$ cat src/rtl/kbd_display_ctrl.sv
// PS/2 scan-code consumer driving six 7-segment digits: scan code, ASCII and BCD press count.
// Optional macro EXT_CODE_EN enables tracking of E0-prefixed extended codes.
module kbd_display_ctrl #(
    parameter int COUNT_REPEAT = 0,
    parameter int COUNT_MOD    = 100
) (
    input  logic        clk,
    input  logic        clrn,
    input  logic        ready,
    input  logic [7:0]  data,
    output logic        nextdata_n,
    output logic [23:0] digit,
    output logic [5:0]  digit_en
);

    typedef enum logic {
        IDLE = 1'b0,
        ACK  = 1'b1
    } state_t;

    localparam logic [3:0] WRAP_TENS = 4'((COUNT_MOD - 1) / 10);
    localparam logic [3:0] WRAP_ONES = 4'((COUNT_MOD - 1) % 10);

    state_t      state_reg, state_next;
    logic        nextdata_n_reg, nextdata_n_next;
    logic [7:0]  byte_reg, byte_next;
    logic [7:0]  code_reg, code_next;
    logic        brk_reg, brk_next;
    logic        held_reg, held_next;
    logic        ext_reg, ext_next;
    logic        cur_ext_reg, cur_ext_next;
    logic [3:0]  ones_reg, ones_next;
    logic [3:0]  tens_reg, tens_next;
    logic        inc;
    logic        same_key;
    logic [7:0]  ascii_val;
    logic        mapped;
    logic        ascii_on;

    always_ff @(posedge clk or negedge clrn) begin
        if (!clrn) begin
            state_reg      <= IDLE;
            nextdata_n_reg <= 1'b1;
            byte_reg       <= 8'h00;
            code_reg       <= 8'h00;
            brk_reg        <= 1'b0;
            held_reg       <= 1'b0;
            ext_reg        <= 1'b0;
            cur_ext_reg    <= 1'b0;
            ones_reg       <= 4'd0;
            tens_reg       <= 4'd0;
        end else begin
            state_reg      <= state_next;
            nextdata_n_reg <= nextdata_n_next;
            byte_reg       <= byte_next;
            code_reg       <= code_next;
            brk_reg        <= brk_next;
            held_reg       <= held_next;
            ext_reg        <= ext_next;
            cur_ext_reg    <= cur_ext_next;
            ones_reg       <= ones_next;
            tens_reg       <= tens_next;
        end
    end

    // A byte only matches the held key when its extended-prefix status matches too.
    assign same_key = held_reg && (byte_reg == code_reg) && (cur_ext_reg == ext_reg);

    always_comb begin
        state_next      = state_reg;
        nextdata_n_next = 1'b1;
        byte_next       = byte_reg;
        code_next       = code_reg;
        brk_next        = brk_reg;
        held_next       = held_reg;
        ext_next        = ext_reg;
        cur_ext_next    = cur_ext_reg;
        ones_next       = ones_reg;
        tens_next       = tens_reg;
        inc             = 1'b0;

        case (state_reg)
            IDLE: begin
                if (ready) begin
                    state_next      = ACK;
                    byte_next       = data;
                    nextdata_n_next = 1'b0;
                end
            end
            ACK: begin
                state_next = IDLE;
                if (byte_reg == 8'hF0) begin
                    brk_next = 1'b1;
                end else if (byte_reg == 8'hE0) begin
`ifdef EXT_CODE_EN
                    ext_next = 1'b1;
`endif
                end else if (brk_reg) begin
                    brk_next = 1'b0;
                    ext_next = 1'b0;
                    if (same_key) begin
                        held_next = 1'b0;
                    end
                end else if (same_key) begin
                    ext_next = 1'b0;
                    inc      = (COUNT_REPEAT != 0);
                end else begin
                    code_next    = byte_reg;
                    cur_ext_next = ext_reg;
                    held_next    = 1'b1;
                    ext_next     = 1'b0;
                    inc          = 1'b1;
                end
            end
            default: state_next = IDLE;
        endcase

        // Two-digit BCD counter wrapping to 00 after COUNT_MOD-1.
        if (inc) begin
            if (tens_reg == WRAP_TENS && ones_reg == WRAP_ONES) begin
                ones_next = 4'd0;
                tens_next = 4'd0;
            end else if (ones_reg == 4'd9) begin
                ones_next = 4'd0;
                tens_next = tens_reg + 4'd1;
            end else begin
                ones_next = ones_reg + 4'd1;
            end
        end
    end

    always_comb begin
        mapped    = 1'b1;
        ascii_val = 8'h00;
        case (code_reg)
            8'h1C: ascii_val = 8'h61;
            8'h32: ascii_val = 8'h62;
            8'h21: ascii_val = 8'h63;
            8'h23: ascii_val = 8'h64;
            8'h24: ascii_val = 8'h65;
            8'h2B: ascii_val = 8'h66;
            8'h34: ascii_val = 8'h67;
            8'h33: ascii_val = 8'h68;
            8'h43: ascii_val = 8'h69;
            8'h3B: ascii_val = 8'h6A;
            8'h42: ascii_val = 8'h6B;
            8'h4B: ascii_val = 8'h6C;
            8'h3A: ascii_val = 8'h6D;
            8'h31: ascii_val = 8'h6E;
            8'h44: ascii_val = 8'h6F;
            8'h4D: ascii_val = 8'h70;
            8'h15: ascii_val = 8'h71;
            8'h2D: ascii_val = 8'h72;
            8'h1B: ascii_val = 8'h73;
            8'h2C: ascii_val = 8'h74;
            8'h3C: ascii_val = 8'h75;
            8'h2A: ascii_val = 8'h76;
            8'h1D: ascii_val = 8'h77;
            8'h22: ascii_val = 8'h78;
            8'h35: ascii_val = 8'h79;
            8'h1A: ascii_val = 8'h7A;
            8'h45: ascii_val = 8'h30;
            8'h16: ascii_val = 8'h31;
            8'h1E: ascii_val = 8'h32;
            8'h26: ascii_val = 8'h33;
            8'h25: ascii_val = 8'h34;
            8'h2E: ascii_val = 8'h35;
            8'h36: ascii_val = 8'h36;
            8'h3D: ascii_val = 8'h37;
            8'h3E: ascii_val = 8'h38;
            8'h46: ascii_val = 8'h39;
            default: begin
                mapped    = 1'b0;
                ascii_val = 8'h00;
            end
        endcase
    end

    // Extended keys never show an ASCII value.
    assign ascii_on   = held_reg && mapped && !cur_ext_reg;
    assign nextdata_n = nextdata_n_reg;
    assign digit      = {tens_reg, ones_reg, ascii_val, code_reg};
    assign digit_en   = {2'b11, {2{ascii_on}}, {2{held_reg}}};

endmodule

$ cat config.mk
export PLATFORM = sky130hd
export DESIGN_NAME = kbd_display_ctrl
export DESIGN_NICKNAME = d
export VERILOG_FILES = /design/src/rtl/kbd_display_ctrl.sv
export SDC_FILE = /design/constraint.sdc
export NUM_CORES = 1
export LEC_CHECK = 0
export BUFFER_PORTS_ARGS = -buffer_cell sky130_fd_sc_hd__buf_4
export CORE_MARGIN = 1.5
export CORE_UTILIZATION = 30
export DETAILED_ROUTE_END_ITERATION = 12
export HOLD_SLACK_MARGIN = 0.12
export REMOVE_ABC_BUFFERS = 1
export SYNTH_ARGS = -nofsm -noshare
export SYNTH_HDL_FRONTEND = slang
export SYNTH_SLANG_ARGS = --single-unit
$ cat constraint.sdc
create_clock -name clk -period 2.2 [get_ports clk]
set_input_delay 0.33 -clock clk [delete_from_list [all_inputs] [get_ports clk]]
set_output_delay 0.33 -clock clk [all_outputs]
set_load 0.005 [all_outputs]
==> metrics <==
outcome finished, violations left; failing checks setup timing; Clock power frac 11.4%; Flop pwr share 26.2%; FF-to-FF path depth 10; Power Dens Cells 1070 nW/um2; row count 31; Setup CP Type flop to primary output; die extent in y 90.1 um; CTS tree built; clock insertion delay at the later pin of the skew report 0.27 ns; via count 2,126; dominant cell type by area after synthesis dfrtp_1; Routed Antenna Nets 0; Synth Area per Inst 9.40 um2; number of H-tree levels 1; layout cell share with drive strength beyond 1 51.2%; R2R Path Start code_reg[3]; unrepaired setup endpoints after global routing yes; Buffers on Ports 38; met3 GRT Util 1.95%; Placer Congestion 0.910; Final setup viols 10; synth unique cells 56; Initial DRT Pass Iterations 5; initial core utilization 31.2%; routed wire length 6240 um; Max VDD drop 0.578 mV; HPWL after DPL 4390 um; Die W roughly 90 um; clock-pin slew on the worst setup and hold paths 0.10 ns; placeable core region 7290 um2; Crit path largest cell delay 0.43 ns; crit path capture type primary output; count of final hold-check violations 0; hold_sp data[1]; Final Max Slew Viols 0; Wirelength per Cell 14.8 um; top post-synthesis cells by area dfrtp_1, mux2_2, buf_4, nor4b_4, ha_1; P&R area growth vs syn 45.1%; Sw Pwr 1.40 mW; number of global-route vias before repair 2,126; internal power around 2.1 mW; die area 8120 um2; final setup skew 0.0107 ns; final-stage net count approximately 340; grt met1 use 19.0%; dominant synthesized flop cell dfrtp_1; Hold Crit Class primary input to flop; initial antenna violation count 0; most frequent cells after synthesis dfrtp_1, mux2_2, buf_4, inv_1, a21oi_1; Yosys warning count 0; Place WS -0.111 ns; FF-to-FF End code_reg[2]; Total GRT Usage 14.7%; Critical path origin code_reg[1]; register area share after synthesis 30.8%; crit path max fanout 6; Sw Ratio 39.5%; asr flop ratio synth between 90% and 100%; setup TNS -1.72 ns; Iter 0 DRT Violations 68; max-capacitance violation count 0; period utilization 112%; crit-path cells buf_6 -> and2b_2 -> o21ai_2 -> a21oi_2 -> or3_1 -> or3_1 -> buf_4; total gr overflow 0; clk buf depth 2; Critical Path Most Common Cell or3_1; clock sink total 28; largest net degree at the start of global routing 29; met2 Use GR 25.3%; Synth top area share 29.7%; CP Launch Type flop; flop2flop setup slack 0 ns; Post-synth EDFFs 0; Leak 1.48 nW; register bit total from synthesis 28; Syn Inst Count 242; fin crit period 2.46 ns; vias per cell 5.05; # diodes 0; # IOs 42; crit path to digit[14]; WP data arrival about 2.1 ns; Max Clk Rate 0.407 GHz; remaining design rule violation count 0; Crit-path slowest cell dfrtp_2; gr busiest metal met2; first-pass GRT wire length ~10,000 um; Num CTS Buffers 3; final worst setup slack -0.258 ns; Combinational Power Share 62.4%; most common cell in the netlist dfrtp_1; Critical Path RT 1.87 ns; Root Driver clkbuf_8; Post-Synthesis Cell Area 2280 um2; Layout Utilization 45.3%
[how the worst min path moves through the flow]
stage                     cells past startpoint          end  slack [ns]
after CTS                                     2  byte_reg[1]        0.28
after global placement                        1  tens_reg[2]        0.27
final                                         2  byte_reg[1]        0.28
after global routing                          2  byte_reg[1]        0.27
after floorplan                               0      brk_reg        0.03
after detailed placement                      1  tens_reg[2]        0.27
[worst max-delay path: cells and delay by family, from the launching register on]
family / cells / cell delay (ns)
DFF: 1 / 0.43
AOI/OAI and AO/OA: 2 / 0.24
and+or+nand+nor: 3 / 0.93
buffers and inverters: 2 / 0.26
[timing repair]
item                       in CTS  in global routing
buffers inserted               15                  5
setup endpoints to repair      17                 24
resized for setup              42                 32
hold buffers                    1                  0
hold endpoints to repair       27                  0
pin swaps                      24                 18
[kinds of logic (layout without fill, tap and decap cells)]
logic type / count (synthesis) / count (layout) / share of synthesized area (%)
other: 2 / 3 / 0.330
xor gates and xnor gates: 9 / 9 / 3.46
and+or+nand+nor: 81 / 81 / 23.5
adders and majority gates: 6 / 6 / 3.19
DFF: 28 / 28 / 30.8
buffers and inverters: 38 / 117 / 10.4
muxes: 22 / 22 / 10.7
AOI/OAI and AO/OA: 56 / 56 / 17.6
[through the flow]
step                      hold WS (ns)  total power, mW  cell area (um2)  std cells
final                            0.281             3.53             3300        421
after global routing             0.268             3.79             3300        421
after CTS                        0.277             3.40             3150        417
after detailed placement         0.272             2.73             2830        397
after global placement           0.270             2.71             2830        397
after floorplan                 0.0344             1.80             2090        218
[layout make-up]
class	instances	area, um2
repair buffers	100	833
flip-flops and latches	28	711
well taps	99	124
clock inverters	1	30.0
inverters	13	48.8
fillers	755	3990
multi-input cells	177	1510
clock buffers	3	41.3
[routing by layer]
| metal | routed length [um] | part of all wire, % |
|---|---|---|
| met5 | 0 | 0 |
| met4 | 110 | 1.8 |
| met3 | 321 | 5.1 |
| met2 | 3100 | 50 |
| met1 | 2710 | 43 |
[layout by cell type (no fill, tap or decap), types with 4 or more instances in the layout]
| master | count |
|---|---|
| o21ai_2 | 5 |
| buf_4 | 80 |
| nor2b_1 | 5 |
| and3b_1 | 6 |
| nand2_1 | 11 |
| nor3_1 | 6 |
| or3_1 | 4 |
| nor2_1 | 9 |
| inv_1 | 12 |
| o21ai_1 | 6 |
| nor3_2 | 4 |
| mux2_4 | 9 |
| buf_6 | 18 |
| ha_1 | 4 |
| xor2_1 | 6 |
| dfrtp_1 | 20 |
| a21oi_1 | 9 |
| nand3_1 | 9 |
| dfrtp_2 | 7 |
| mux2_2 | 10 |
[power by group through the flow]
stage               Combinational, mW  Clock, mW  Sequential (mW)
finish                           2.21      0.402            0.926
global route                     2.39      0.437            0.964
CTS                              2.07      0.411            0.912
detailed placement               1.80          0            0.928
global placement                 1.79          0            0.919
floorplan                       0.791          0             1.01
(Power assumes the default switching activity.)
